--- config.mk ---
export PLATFORM = sky130hd
export DESIGN_NAME = rpn_operand_stack_flat
export DESIGN_NICKNAME = d
export VERILOG_FILES = /design/src/rtl/rpn_operand_stack_pkg.sv /design/src/rtl/rpn_operand_stack_if.sv /design/src/rtl/rpn_stack_mem.sv /design/src/rtl/rpn_operand_stack.sv /design/src/flat_wrapper.sv
export SDC_FILE = /design/constraint.sdc
export NUM_CORES = 1
export LEC_CHECK = 0
export BUFFER_PORTS_ARGS = -buffer_cell sky130_fd_sc_hd__buf_4
export CORE_UTILIZATION = 45
export CTS_CLUSTER_SIZE = 10
export DETAILED_ROUTE_END_ITERATION = 10
export HOLD_SLACK_MARGIN = 0.12
export PLACE_DENSITY = 0.72
export SLEW_MARGIN = 20
export SYNTH_ARGS = -nofsm -noshare
export SYNTH_HDL_FRONTEND = slang
export SYNTH_SLANG_ARGS = --single-unit
--- constraint.sdc ---
create_clock -name clk -period 7.9 [get_ports clk]
set_input_delay 1.58 -clock clk [delete_from_list [all_inputs] [get_ports clk]]
set_output_delay 1.58 -clock clk [all_outputs]
set_load 0.005 [all_outputs]
--- src/rtl/rpn_operand_stack_pkg.sv ---
// Shared opcodes, error codes and FSM states
// for the RPN operand stack.
package rpn_pkg;

  localparam logic [2:0] OP_NOP    = 3'b000;
  localparam logic [2:0] OP_PUSH   = 3'b001;
  localparam logic [2:0] OP_POP    = 3'b010;
  localparam logic [2:0] OP_REDUCE = 3'b011;
  localparam logic [2:0] OP_SWAP   = 3'b100;

  localparam logic [1:0] ERR_NONE = 2'b00;
  localparam logic [1:0] ERR_OVF  = 2'b01;
  localparam logic [1:0] ERR_UNF  = 2'b10;
  localparam logic [1:0] ERR_ILL  = 2'b11;

  typedef enum logic {
    ST_RUN = 1'b0,
    ST_ERR = 1'b1
  } state_t;

endpackage

--- src/rtl/rpn_operand_stack_if.sv ---
// Command handshake between the keypad/ALU
// sequencer (master) and the stack (slave).
interface rpn_cmd_if #(
  parameter int W = 16
);

  logic         cmd_valid;
  logic         cmd_ready;
  logic [2:0]   cmd_op;
  logic [W-1:0] cmd_data;

  modport master (
    output cmd_valid,
    output cmd_op,
    output cmd_data,
    input  cmd_ready
  );

  modport slave (
    input  cmd_valid,
    input  cmd_op,
    input  cmd_data,
    output cmd_ready
  );

endinterface

--- src/rtl/rpn_stack_mem.sv ---
// DEPTH x W operand registers, one-hot writes,
// two one-hot AND-OR read ports. Macro: RPN_STACK_SWAP_EN.
module rpn_stack_mem #(
  parameter int W     = 16,
  parameter int DEPTH = 8
) (
  input  logic             clk,
  input  logic [DEPTH-1:0] we_a,
  input  logic [W-1:0]     wd_a,
`ifdef RPN_STACK_SWAP_EN
  input  logic [DEPTH-1:0] we_b,
  input  logic [W-1:0]     wd_b,
`endif
  input  logic [DEPTH-1:0] rsel_a,
  input  logic [DEPTH-1:0] rsel_b,
  output logic [W-1:0]     rd_a,
  output logic [W-1:0]     rd_b
);

  logic [W-1:0] mem [DEPTH];

  // Load each entry on its one-hot enable; contents are not reset
  always_ff @(posedge clk) begin
    for (int i = 0; i < DEPTH; i++) begin
      if (we_a[i]) begin
        mem[i] <= wd_a;
      end
`ifdef RPN_STACK_SWAP_EN
      else if (we_b[i]) begin
        mem[i] <= wd_b;
      end
`endif
    end
  end

  // An all-zero select reads as 0, which masks tos/nos by depth
  always_comb begin
    rd_a = '0;
    rd_b = '0;
    for (int i = 0; i < DEPTH; i++) begin
      rd_a = rd_a | ({W{rsel_a[i]}} & mem[i]);
      rd_b = rd_b | ({W{rsel_b[i]}} & mem[i]);
    end
  end

endmodule

--- src/rtl/rpn_operand_stack.sv ---
// RPN operand stack controller: FSM, depth count, checks.
// Macro RPN_STACK_SWAP_EN enables op 100 SWAP.
module rpn_operand_stack
  import rpn_pkg::*;
#(
  parameter  int W     = 16,
  parameter  int DEPTH = 8,
  localparam int AW    = $clog2(DEPTH + 1)
) (
  input  logic          clk,
  input  logic          rst_n,
  rpn_cmd_if.slave      cmd,
  output logic [W-1:0]  tos,
  output logic [W-1:0]  nos,
  output logic [AW-1:0] depth,
  output logic          empty,
  output logic          full,
  output logic          err,
  output logic [1:0]    err_code,
  input  logic          err_clr
);

  state_t state, nxt_state;
  logic [AW-1:0] nxt_depth;
  logic [1:0]    nxt_code;

  logic acc;
  logic is_nop, is_push, is_pop, is_red;
`ifdef RPN_STACK_SWAP_EN
  logic is_swap;
  logic [DEPTH-1:0] we_b;
  logic [W-1:0]     wd_b;
`endif

  logic [DEPTH-1:0] sel_free;
  logic [DEPTH-1:0] sel_top;
  logic [DEPTH-1:0] sel_nxt;
  logic [DEPTH-1:0] we_a;
  logic [W-1:0]     wd_a;

  assign cmd.cmd_ready = (state == ST_RUN);
  // Writes are suppressed while reset is held so nothing lands mid-reset
  assign acc = cmd.cmd_valid & cmd.cmd_ready & rst_n;

  assign is_nop  = (cmd.cmd_op == OP_NOP);
  assign is_push = (cmd.cmd_op == OP_PUSH);
  assign is_pop  = (cmd.cmd_op == OP_POP);
  assign is_red  = (cmd.cmd_op == OP_REDUCE);
`ifdef RPN_STACK_SWAP_EN
  assign is_swap = (cmd.cmd_op == OP_SWAP);
`endif

  assign empty = (depth == '0);
  assign full  = (depth == AW'(DEPTH));
  assign err   = (state == ST_ERR);

  // One-hot decodes of entries depth, depth-1, depth-2
  always_comb begin
    sel_free = '0;
    sel_top  = '0;
    sel_nxt  = '0;
    for (int i = 0; i < DEPTH; i++) begin
      sel_free[i] = (int'(depth) == i);
      sel_top[i]  = (int'(depth) == i + 1);
      sel_nxt[i]  = (int'(depth) == i + 2);
    end
  end

  // Next-state, depth update, error capture and write enables
  always_comb begin
    nxt_state = state;
    nxt_depth = depth;
    nxt_code  = err_code;
    we_a      = '0;
    wd_a      = cmd.cmd_data;
`ifdef RPN_STACK_SWAP_EN
    we_b      = '0;
    wd_b      = tos;
`endif
    unique case (state)
      ST_RUN: begin
        if (acc) begin
          unique case (1'b1)
            is_nop: begin
            end
            is_push: begin
              if (full) begin
                nxt_state = ST_ERR;
                nxt_code  = ERR_OVF;
              end else begin
                we_a      = sel_free;
                nxt_depth = depth + AW'(1);
              end
            end
            is_pop: begin
              if (empty) begin
                nxt_state = ST_ERR;
                nxt_code  = ERR_UNF;
              end else begin
                nxt_depth = depth - AW'(1);
              end
            end
            is_red: begin
              if (depth < AW'(2)) begin
                nxt_state = ST_ERR;
                nxt_code  = ERR_UNF;
              end else begin
                we_a      = sel_nxt;
                nxt_depth = depth - AW'(1);
              end
            end
`ifdef RPN_STACK_SWAP_EN
            is_swap: begin
              if (depth < AW'(2)) begin
                nxt_state = ST_ERR;
                nxt_code  = ERR_UNF;
              end else begin
                we_a = sel_top;
                wd_a = nos;
                we_b = sel_nxt;
              end
            end
`endif
            default: begin
              nxt_state = ST_ERR;
              nxt_code  = ERR_ILL;
            end
          endcase
        end
      end
      ST_ERR: begin
        if (err_clr) begin
          nxt_state = ST_RUN;
          nxt_code  = ERR_NONE;
        end
      end
      default: begin
        nxt_state = ST_RUN;
      end
    endcase
  end

  // Control state register
  always_ff @(posedge clk or negedge rst_n) begin
    if (!rst_n) begin
      state    <= ST_RUN;
      depth    <= '0;
      err_code <= ERR_NONE;
    end else begin
      state    <= nxt_state;
      depth    <= nxt_depth;
      err_code <= nxt_code;
    end
  end

  rpn_stack_mem #(
    .W     (W),
    .DEPTH (DEPTH)
  ) u_mem (
    .clk    (clk),
    .we_a   (we_a),
    .wd_a   (wd_a),
`ifdef RPN_STACK_SWAP_EN
    .we_b   (we_b),
    .wd_b   (wd_b),
`endif
    .rsel_a (sel_top),
    .rsel_b (sel_nxt),
    .rd_a   (tos),
    .rd_b   (nos)
  );

endmodule

--- src/flat_wrapper.sv ---
// flat-port wrapper written by rule: the top's interface ports become plain ports
module rpn_operand_stack_flat import rpn_pkg::*;
#(
  parameter  int W     = 16,
  parameter  int DEPTH = 8,
  localparam int AW    = $clog2(DEPTH + 1)
)
  (clk, rst_n, tos, nos, depth, empty, full, err, err_code, err_clr, cmd_cmd_valid, cmd_cmd_op, cmd_cmd_data, cmd_cmd_ready);
  rpn_cmd_if #(.W(W)) cmd_i ();
  input  logic clk;
  input  logic rst_n;
  output logic [W-1:0] tos;
  output logic [W-1:0] nos;
  output logic [AW-1:0] depth;
  output logic empty;
  output logic full;
  output logic err;
  output logic [1:0] err_code;
  input  logic err_clr;
  input wire logic [$bits(cmd_i.cmd_valid)-1:0] cmd_cmd_valid;
  input wire logic [$bits(cmd_i.cmd_op)-1:0] cmd_cmd_op;
  input wire logic [$bits(cmd_i.cmd_data)-1:0] cmd_cmd_data;
  output wire logic [$bits(cmd_i.cmd_ready)-1:0] cmd_cmd_ready;
  assign cmd_i.cmd_valid = cmd_cmd_valid;
  assign cmd_i.cmd_op = cmd_cmd_op;
  assign cmd_i.cmd_data = cmd_cmd_data;
  assign cmd_cmd_ready = cmd_i.cmd_ready;
  rpn_operand_stack #(.W(W), .DEPTH(DEPTH)) u_core (.clk(clk), .rst_n(rst_n), .cmd(cmd_i), .tos(tos), .nos(nos), .depth(depth), .empty(empty), .full(full), .err(err), .err_code(err_code), .err_clr(err_clr));
endmodule
==> report_table.html, run 1 <==
<table>
<tr><th>Metric</th><th>Value</th></tr>
<tr><th colspan="2">Status</th></tr>
<tr><td>Status</td><td>finished, final reports clean</td></tr>
<tr><th colspan="2">Logic synthesis</th></tr>
<tr><td>Yosys top cell by area</td><td>edfxtp_1</td></tr>
<tr><td>Area of the mapped netlist</td><td>~0.0066 sq mm</td></tr>
<tr><td>Unique cell type count in the Yosys netlist</td><td>58</td></tr>
<tr><td>Most numerous cell types in the synthesized netlist</td><td>edfxtp_1, a22oi_1, mux2i_1</td></tr>
<tr><td>Share of the yosys chip area belonging to registers</td><td>0.609</td></tr>
<tr><td>Syn_area_per_cell</td><td>roughly 14 sq um</td></tr>
<tr><td>Count of synthesis-stage warnings from yosys</td><td>0</td></tr>
<tr><td>Number of synthesized flops with an enable pin</td><td>128</td></tr>
<tr><td>Share of async-settable or async-resettable flops after synthesis</td><td>0.0519</td></tr>
<tr><td>Post-synthesis cell count</td><td>between 400 and 500</td></tr>
<tr><td>Number of flip-flops and latches in the synthesized netlist</td><td>around 140</td></tr>
<tr><td>Flip-flop cell with the highest count after synthesis</td><td>edfxtp_1</td></tr>
<tr><td>Syn_nets</td><td>between 500 and 600</td></tr>
<tr><td>Biggest area contributors in the synthesized netlist</td><td>edfxtp_1, a22oi_1, mux2i_1</td></tr>
<tr><td>Cell with the most instances after synthesis</td><td>edfxtp_1</td></tr>
<tr><td>Area share of the largest cell type after synthesis</td><td>0.582</td></tr>
<tr><th colspan="2">STA</th></tr>
<tr><td>Skew final</td><td>approximately 0.0057 ns</td></tr>
<tr><td>Setup repair after global routing missed its margin</td><td>no</td></tr>
<tr><td>Accumulated negative setup slack</td><td>0 ns</td></tr>
<tr><td>Smallest hold slack</td><td>between 0.5 and 0.6 ns</td></tr>
<tr><td>Crit share post-route</td><td>0.611</td></tr>
<tr><td>Worst slew margin</td><td>0.208</td></tr>
<tr><td>Fmax</td><td>207 MHz</td></tr>
<tr><td>Max-slew violations</td><td>0</td></tr>
<tr><td>Minimum clock period after layout</td><td>about 4.8 ns</td></tr>
<tr><td>Final number of hold-violating endpoints</td><td>0</td></tr>
<tr><td>Slew at the pin with the worst max-slew slack</td><td>1.18 ns</td></tr>
<tr><td>Final Setup Violations</td><td>0</td></tr>
<tr><th colspan="2">Detailed routing</th></tr>
<tr><td>Drt via density</td><td>between 6 and 7</td></tr>
<tr><td>Routed wire length per instance</td><td>around 25 um</td></tr>
<tr><td>Final WL</td><td>approximately 18,000 um</td></tr>
<tr><td>Number of DRC violations after detailed routing</td><td>0</td></tr>
<tr><td>Number of detailed-routing iterations run before antenna repair</td><td>6</td></tr>
<tr><td>Vias</td><td>about 4,900</td></tr>
<tr><td>Final antenna-violating net count</td><td>0</td></tr>
<tr><td>1st-iter DRT viols</td><td>around 790</td></tr>
<tr><th colspan="2">Clock tree</th></tr>
<tr><td>Clock latency on the worst-skew pair</td><td>between 0.4 and 0.5 ns</td></tr>
<tr><td>TritonCTS clock tree</td><td>yes</td></tr>
<tr><td>Maximum clock path buffer count</td><td>2</td></tr>
<tr><td>Number of H-tree levels</td><td>4</td></tr>
<tr><td>Clk sink count</td><td>around 140</td></tr>
<tr><td>Clock transition at the registers of the reported paths</td><td>~0.050 ns</td></tr>
<tr><td>Post-CTS setup buffer count</td><td>0</td></tr>
<tr><td>CTS resizes</td><td>0</td></tr>
<tr><td>Hold bufs inserted after CTS</td><td>0</td></tr>
<tr><td>CTS buffer count</td><td>17</td></tr>
<tr><td>CTS root buf</td><td>clkbuf_16</td></tr>
<tr><th colspan="2">Floorplan</th></tr>
<tr><td>DIE HEIGHT</td><td>approximately 120 um</td></tr>
<tr><td>Top Ports</td><td>65</td></tr>
<tr><td>Core Box Area</td><td>around 0.014 sq mm</td></tr>
<tr><td>Number of standard-cell rows in the floorplan</td><td>43</td></tr>
<tr><td>DIE WIDTH</td><td>around 120 um</td></tr>
<tr><td>Die footprint</td><td>between 0.015 and 0.02 sq mm</td></tr>
<tr><td>Initial core utilization</td><td>0.468</td></tr>
<tr><th colspan="2">Cells and area</th></tr>
<tr><td>Total inserted antenna cells</td><td>0</td></tr>
<tr><td>Area of the multi-input gates</td><td>around 0.0023 sq mm</td></tr>
<tr><td>Non-filler cells in the finished layout</td><td>about 730</td></tr>
<tr><td>Number of nets in the finished design</td><td>~570</td></tr>
<tr><td># fillers</td><td>1,168</td></tr>
<tr><td>Layout area overhead</td><td>16.6%</td></tr>
<tr><td>Sequential cell area</td><td>0.00402 sq mm</td></tr>
<tr><td>Fraction of layout instances using a drive strength above 1</td><td>0.228</td></tr>
<tr><td>Final cell utilization of the core</td><td>0.546</td></tr>
<tr><th colspan="2">Pwr</th></tr>
<tr><td>Sw Pwr</td><td>~1.1 mW</td></tr>
<tr><td>Maximum ir drop on the vdd rail</td><td>between 0.15 and 0.2 mV</td></tr>
<tr><td>Static leakage</td><td>roughly 2.7 nW</td></tr>
<tr><td>Share of total power in combinational logic</td><td>0.459</td></tr>
<tr><td>Internal Pwr Total</td><td>1.75 mW</td></tr>
<tr><td>Fraction of power spent switching nets</td><td>0.378</td></tr>
<tr><td>Pwr Total</td><td>roughly 2.8 mW</td></tr>
<tr><td>Share of power burned in registers</td><td>0.309</td></tr>
<tr><td>Cell area power density</td><td>about 370 mW/mm^2</td></tr>
<tr><td>Fraction of power consumed by the clock network</td><td>0.232</td></tr>
<tr><th colspan="2">Place</th></tr>
<tr><td>Estimated wirelength of the detail-placed design</td><td>between 10,000 and 15,000 um</td></tr>
<tr><td>Number of buffers inserted by port buffering</td><td>64</td></tr>
<tr><td>Last weighted congestion value of the routability-driven placer</td><td>roughly 0.8</td></tr>
<tr><td>Placed Instances</td><td>703</td></tr>
<tr><th colspan="2">Setup path</th></tr>
<tr><td>Data required time of the critical path</td><td>roughly 6.3 ns</td></tr>
<tr><td>Data arrival time of the critical path</td><td>about 3.2 ns</td></tr>
<tr><td>Slowest Stage Delay on Critical Path</td><td>~0.85 ns</td></tr>
<tr><td>Crit path max-delay cell type</td><td>nor3b_2</td></tr>
<tr><td>Worst setup SP type</td><td>flip-flop</td></tr>
<tr><td>R2r setup slk</td><td>roughly 3.9 ns</td></tr>
<tr><td>Max Fanout on Critical Path</td><td>45</td></tr>
<tr><td>Most repeated library cell on the critical path</td><td>buf_4</td></tr>
<tr><td>CP bufs+invs</td><td>2</td></tr>
<tr><td>Crit-path leading delay family</td><td>simple AND/OR/NAND/NOR gates</td></tr>
<tr><td>Cells traversed along the worst timing path</td><td>buf_4, nor3b_2, a32oi_1, o22ai_1, a211o_1, buf_4</td></tr>
<tr><td>Sort of element at the end of the critical path</td><td>primary output</td></tr>
<tr><td>Setup Crit Path Kind</td><td>flip-flop to primary output</td></tr>
<tr><th colspan="2">GRT</th></tr>
<tr><td>Number of antenna violations at the first check in global routing</td><td>0</td></tr>
<tr><td>Wire length of the first global-routing pass</td><td>27,500 um</td></tr>
<tr><td>Vias in the first global route</td><td>4,720</td></tr>
<tr><td>Remaining global-route overflow</td><td>0</td></tr>
<tr><td>Pin count of the biggest net entering global routing</td><td>69</td></tr>
<tr><td>Overall track demand over capacity in global routing</td><td>0.256</td></tr>
<tr><th colspan="2">Worst hold path</th></tr>
<tr><td>Min-delay worst type</td><td>flip-flop to flip-flop</td></tr>
<tr><th colspan="2">Flow run</th></tr>
<tr><td>Maximum Capacitance Violations</td><td>0</td></tr>
</table>
layout by cell type, fill, tap and decap left out, types with 8 or more instances in the layout:
| cell | netlist | routed |
|---|---|---|
| a21oi_1 | 16 | 16 |
| a22oi_1 | 40 | 40 |
| a32oi_1 | 11 | 11 |
| buf_4 | 7 | 78 |
| clkbuf_16 | 0 | 17 |
| edfxtp_1 | 128 | 128 |
| inv_1 | 8 | 8 |
| mux2i_1 | 25 | 25 |
| mux4_2 | 8 | 8 |
| nand2_1 | 19 | 19 |
| nand2b_1 | 9 | 9 |
| nand3b_1 | 10 | 10 |
| nor2_1 | 19 | 19 |
| nor2b_1 | 12 | 11 |
| o211ai_1 | 8 | 8 |
| o21ai_0 | 9 | 9 |
| o22a_1 | 13 | 13 |
| o22ai_1 | 14 | 14 |
stage by stage:
stage                     setup WS [ns]  area (sq um)
after floorplan                    3.77          6600
after global placement             3.62          7210
after detailed placement           3.56          7210
after CTS                          3.11          7690
after global routing               2.91          7690
final                              3.08          7690
logic make-up (layout without fill, tap and decap cells):
logic type / count (synthesis) / count (layout) / share of synthesized area
simple gates: 104 / 104 / 0.0885
fa+ha+maj: 3 / 3 / 0.00682
mux: 37 / 37 / 0.0720
buf+inv: 48 / 116 / 0.0387
flops: 135 / 135 / 0.609
xor+xnor: 3 / 3 / 0.00398
compound gates: 155 / 155 / 0.181
worst paths after layout:
path                                                 from                                to  cells past startpoint
min in group asynchronous                           rst_n    u_core.err_code[0]$_DFFE_PN0P_                      1
min reg2reg                u_core.err_code[0]$_DFFE_PN0P_    u_core.err_code[0]$_DFFE_PN0P_                      2
max                           u_core.depth[2]$_DFFE_PN0P_                            nos[1]                      6
min                        u_core.err_code[0]$_DFFE_PN0P_    u_core.err_code[0]$_DFFE_PN0P_                      2
max reg2reg                   u_core.depth[2]$_DFFE_PN0P_  u_core.u_mem.mem[1][8]$_DFFE_PP_                      4
max in group asynchronous                           rst_n       u_core.depth[2]$_DFFE_PN0P_                      1
layer usage:
| layer | share of wire | vias up | global-route usage |
|---|---|---|---|
| met3 | 0.11 | 72 | 0.0637 |
| li1 | - | 2072 | - |
| met5 | 0 | - | 0 |
| met4 | 0.035 | 0 | 0.111 |
| met2 | 0.47 | 341 | 0.397 |
| met1 | 0.39 | 2396 | 0.343 |
state kept, by name, summed over array words and instances (netlist names):
| name | count |
|---|---|
| u_core.err_code | 2 |
| u_core.u_mem.mem | 128 |
| u_core.depth | 4 |
| u_core.err | 1 |
area by class of cell:
cell class                 instances  area share
timing repair buffer              78      0.0761
tap                              180      0.0293
sequential                       135       0.523
multi-input combinational        302       0.305
clock inverter                     6     0.00390
clock buffer                      24      0.0587
inverter                           8     0.00390
worst register-to-register path, stage by stage (launching register included):
cell and delay (ns):
dfrtp_2 0.82, buf_4 0.60, nor3b_2 0.86, nor2b_1 1.01, buf_4 0.38
power by group through the flow:
stage | combinational (mW) | sequential (mW) | clock (mW)
6_report | 1.29 | 0.871 | 0.655
5_1_grt | 1.38 | 0.875 | 0.691
4_1_cts | 1.29 | 0.869 | 0.663
3_5_place_dp | 1.28 | 0.883 | 0
3_3_place_gp | 1.25 | 0.880 | 0
2_1_floorplan | 0.834 | 0.842 | 0
Power figures use the tool's default switching activity.
==> run 2, diff against run 1 <==
- PLACE_DENSITY: 0.72 -> 0.75
- clock period: 7.9 -> 4.35 ns (I/O delays scaled with it)
==> run 2 against run 1 <==
Compared with the run above:
- count of clock-buffer cells in the layout decreased by 7
- core utilization increased by 0.98 points
- combinational power increased by 78%
- clock power increased by 120%
==> report_table.html, run 2 (synthesized netlist as in run 1, its figures left out) <==
<table>
<tr><th>Metric</th><th>Value</th></tr>
<tr><th colspan="2">Status</th></tr>
<tr><td>Status</td><td>finished, final reports clean</td></tr>
<tr><th colspan="2">GRT</th></tr>
<tr><td>Overall track demand over capacity in global routing</td><td>0.252 (-0.00359)</td></tr>
<tr><td>Remaining global-route overflow</td><td>0 (unchanged)</td></tr>
<tr><td>Vias in the first global route</td><td>4,828 (+2.3%)</td></tr>
<tr><td>Wire length of the first global-routing pass</td><td>27,200 um (-1.1%)</td></tr>
<tr><td>Number of antenna violations at the first check in global routing</td><td>0 (unchanged)</td></tr>
<tr><td>Pin count of the biggest net entering global routing</td><td>50 (-28%)</td></tr>
<tr><th colspan="2">STA</th></tr>
<tr><td>Fmax</td><td>around 260 MHz</td></tr>
<tr><td>Final number of hold-violating endpoints</td><td>0 (unchanged)</td></tr>
<tr><td>Setup repair after global routing missed its margin</td><td>no</td></tr>
<tr><td>Crit share post-route</td><td>0.887</td></tr>
<tr><td>Worst slew margin</td><td>0.257 (+0.0487)</td></tr>
<tr><td>Post-layout worst setup margin</td><td>0.492 ns (-2.58 ns)</td></tr>
<tr><td>Skew final</td><td>0.00680 ns (+0.00109 ns)</td></tr>
<tr><td>Accumulated negative setup slack</td><td>0 ns (unchanged)</td></tr>
<tr><td>Final Setup Violations</td><td>0 (unchanged)</td></tr>
<tr><td>Max-slew violations</td><td>0 (unchanged)</td></tr>
<tr><td>Minimum clock period after layout</td><td>between 3 and 4 ns</td></tr>
<tr><td>Slew at the pin with the worst max-slew slack</td><td>1.11 ns (-0.0706 ns)</td></tr>
<tr><th colspan="2">Cells and area</th></tr>
<tr><td>Most common library cell in the layout ignoring fill and taps</td><td>edfxtp_1</td></tr>
<tr><td>Total inserted antenna cells</td><td>0 (unchanged)</td></tr>
<tr><td>Fraction of layout instances using a drive strength above 1</td><td>0.245 (+0.0172)</td></tr>
<tr><td>Final cell utilization of the core</td><td>0.556 (+0.00976)</td></tr>
<tr><td>Design Area, Final</td><td>0.00783 sq mm (+1.8%)</td></tr>
<tr><td>Number of nets in the finished design</td><td>573 (+0.88%)</td></tr>
<tr><td>Commonest cells after routing, fill and taps aside</td><td>edfxtp_1, buf_4, a22oi_1</td></tr>
<tr><td>Layout area overhead</td><td>18.7%</td></tr>
<tr><td>Registers with the most flip-flops</td><td>u_core.u_mem.mem (128), u_core.depth (4), u_core.err_code (2)</td></tr>
<tr><td>Max FFs per register</td><td>128 (unchanged)</td></tr>
<tr><td># fillers</td><td>1,116 (-4.5%)</td></tr>
<tr><td>Largest register by flop count</td><td>u_core.u_mem.mem</td></tr>
<tr><th colspan="2">Clock tree</th></tr>
<tr><td>CTS resizes</td><td>0 (unchanged)</td></tr>
<tr><td>Post-CTS setup buffer count</td><td>0 (unchanged)</td></tr>
<tr><td>Number of H-tree levels</td><td>4 (unchanged)</td></tr>
<tr><td>Hold bufs inserted after CTS</td><td>0 (unchanged)</td></tr>
<tr><td>CTS buffer count</td><td>17 (unchanged)</td></tr>
<tr><td>TritonCTS clock tree</td><td>yes</td></tr>
<tr><td>Clock latency on the worst-skew pair</td><td>0.42 ns (about the same)</td></tr>
<tr><td>Maximum clock path buffer count</td><td>2 (unchanged)</td></tr>
<tr><td>Clock transition at the registers of the reported paths</td><td>0.06 ns (about the same)</td></tr>
<tr><td>CTS root buf</td><td>clkbuf_16</td></tr>
<tr><td>Clk sink count</td><td>135 (unchanged)</td></tr>
<tr><th colspan="2">Detailed routing</th></tr>
<tr><td>Vias</td><td>4,880 (-0.020%)</td></tr>
<tr><td>Final antenna-violating net count</td><td>0 (unchanged)</td></tr>
<tr><td>Routed wire length per instance</td><td>24.6 um (-1.5%)</td></tr>
<tr><td>Final WL</td><td>18,200 um (-0.67%)</td></tr>
<tr><td>Drt via density</td><td>6.60 (-0.83%)</td></tr>
<tr><td>Number of detailed-routing iterations run before antenna repair</td><td>5 (-1)</td></tr>
<tr><td>1st-iter DRT viols</td><td>725 (-8.0%)</td></tr>
<tr><td>Number of DRC violations after detailed routing</td><td>0 (unchanged)</td></tr>
<tr><th colspan="2">Place</th></tr>
<tr><td>Estimated wirelength of the detail-placed design</td><td>11,400 um (+1.5%)</td></tr>
<tr><td>Post-Place Cell Area</td><td>0.00725 sq mm (+0.49%)</td></tr>
<tr><td>DP Worst Slack</td><td>1.00 ns (-2.56 ns)</td></tr>
<tr><td>Number of buffers inserted by port buffering</td><td>64 (unchanged)</td></tr>
<tr><td>Last weighted congestion value of the routability-driven placer</td><td>0.854 (+6.2%)</td></tr>
<tr><th colspan="2">Setup path</th></tr>
<tr><td>Worst setup SP type</td><td>flip-flop</td></tr>
<tr><td>R2R Path End</td><td>u_core.u_mem.mem[1][19]$_DFFE_PP_</td></tr>
<tr><td>Data required time of the critical path</td><td>3.48 ns (-2.84 ns)</td></tr>
<tr><td>Sort of element at the end of the critical path</td><td>primary output</td></tr>
<tr><td>Data arrival time of the critical path</td><td>2.99 ns (-0.25 ns)</td></tr>
<tr><td>R2r setup slk</td><td>1.07 ns (-2.85 ns)</td></tr>
<tr><td>Setup Crit Path Kind</td><td>flip-flop to primary output</td></tr>
<tr><td>Max Fanout on Critical Path</td><td>16 (-64%)</td></tr>
<tr><td>Number of cells on the worst reg-to-reg path</td><td>5 (+1)</td></tr>
<tr><td>R2r startpoint</td><td>u_core.depth[2]$_DFFE_PN0P_</td></tr>
<tr><th colspan="2">Floorplan</th></tr>
<tr><td>DIE HEIGHT</td><td>123 um (unchanged)</td></tr>
<tr><td>Initial core utilization</td><td>0.468 (unchanged)</td></tr>
<tr><td>Core Box Area</td><td>0.0141 sq mm (unchanged)</td></tr>
<tr><td>Top Ports</td><td>65 (unchanged)</td></tr>
<tr><td>Die footprint</td><td>0.0152 sq mm (unchanged)</td></tr>
<tr><td>DIE WIDTH</td><td>123 um (unchanged)</td></tr>
<tr><td>Number of standard-cell rows in the floorplan</td><td>43 (unchanged)</td></tr>
<tr><th colspan="2">Worst hold path</th></tr>
<tr><td>Min-delay worst type</td><td>primary input to async pin</td></tr>
<tr><th colspan="2">Pwr</th></tr>
<tr><td>Maximum ir drop on the vdd rail</td><td>0.376 mV (+100%)</td></tr>
<tr><td>Cell area power density</td><td>684 mW/mm^2 (+87%)</td></tr>
<tr><td>Static leakage</td><td>2.72 nW (+2.5%)</td></tr>
<tr><th colspan="2">Flow run</th></tr>
<tr><td>Maximum Capacitance Violations</td><td>0 (unchanged)</td></tr>
</table>
## run 2: changes by cell type in the layout (fill, tap and decap cells not counted), sizes merged
cell and delta:
clkbuf -7, buf +5, bufinv +3, clkinvlp +3, clkinv +1, inv +1
## run 2: final cells by class
cell class / instances / area, sq um / area share
Timing Repair Buffer: 83 / 623 / 0.0796
Clock inverter: 14 / 159 / 0.0203
Multi-Input combinational cell: 302 / 2350 / 0.300
Sequential cell: 135 / 4020 / 0.514
Clock buffer: 17 / 425 / 0.0543
Tap cell: 180 / 225 / 0.0288
Inverter: 8 / 30.0 / 0.00383
## run 2: worst max-delay path: stages (launching register included)
cell and delay (ns):
dfrtp_1 0.75, buf_4 0.33, nand2b_1 0.56, nor2_1 0.33
a2bb2oi_1 0.25, o211ai_1 0.16, buf_4 0.18
## run 2: per-stage QoR
step	std cells	hold slack, ns	total power, mW
after global routing	739	0.257	5.57
after CTS	739	0.252	5.33
after global placement	708	0.521	3.88
after detailed placement	708	0.549	3.92
final	739	0.255	5.36
after floorplan	485	0.521	3.04
## run 2: power breakdown
group / total [mW] / switching [mW] / internal, mW / leakage (nW)
Combinational: 2.30 / 1.28 / 1.03 / 1.22
Sequential: 1.64 / 0.173 / 1.47 / 1.23
Clock: 1.42 / 0.527 / 0.890 / 0.274
Total: 5.36 / 1.98 / 3.38 / 2.72
## run 2: worst max-delay path by stage
stage                                start                                 to  cells after the start
6_report       u_core.depth[3]$_DFFE_PN0P_                             nos[5]                      6
3_3_place_gp   u_core.depth[1]$_DFFE_PN0P_                             tos[1]                      5
3_5_place_dp   u_core.depth[3]$_DFFE_PN0P_                             nos[5]                      6
4_1_cts        u_core.depth[3]$_DFFE_PN0P_                             nos[5]                      6
5_1_grt        u_core.depth[3]$_DFFE_PN0P_                             nos[5]                      6
2_1_floorplan                cmd_cmd_valid  u_core.u_mem.mem[0][16]$_DFFE_PP_                      4
## run 2: layer usage
metal / vias to the layer above / GRT usage / part of all wire
met1: 2358 / 0.330 / 0.38
met3: 84 / 0.0581 / 0.11
met2: 352 / 0.381 / 0.45
met4: 0 / 0.157 / 0.048
met5: - / 0 / 0
li1: 2086 / - / -
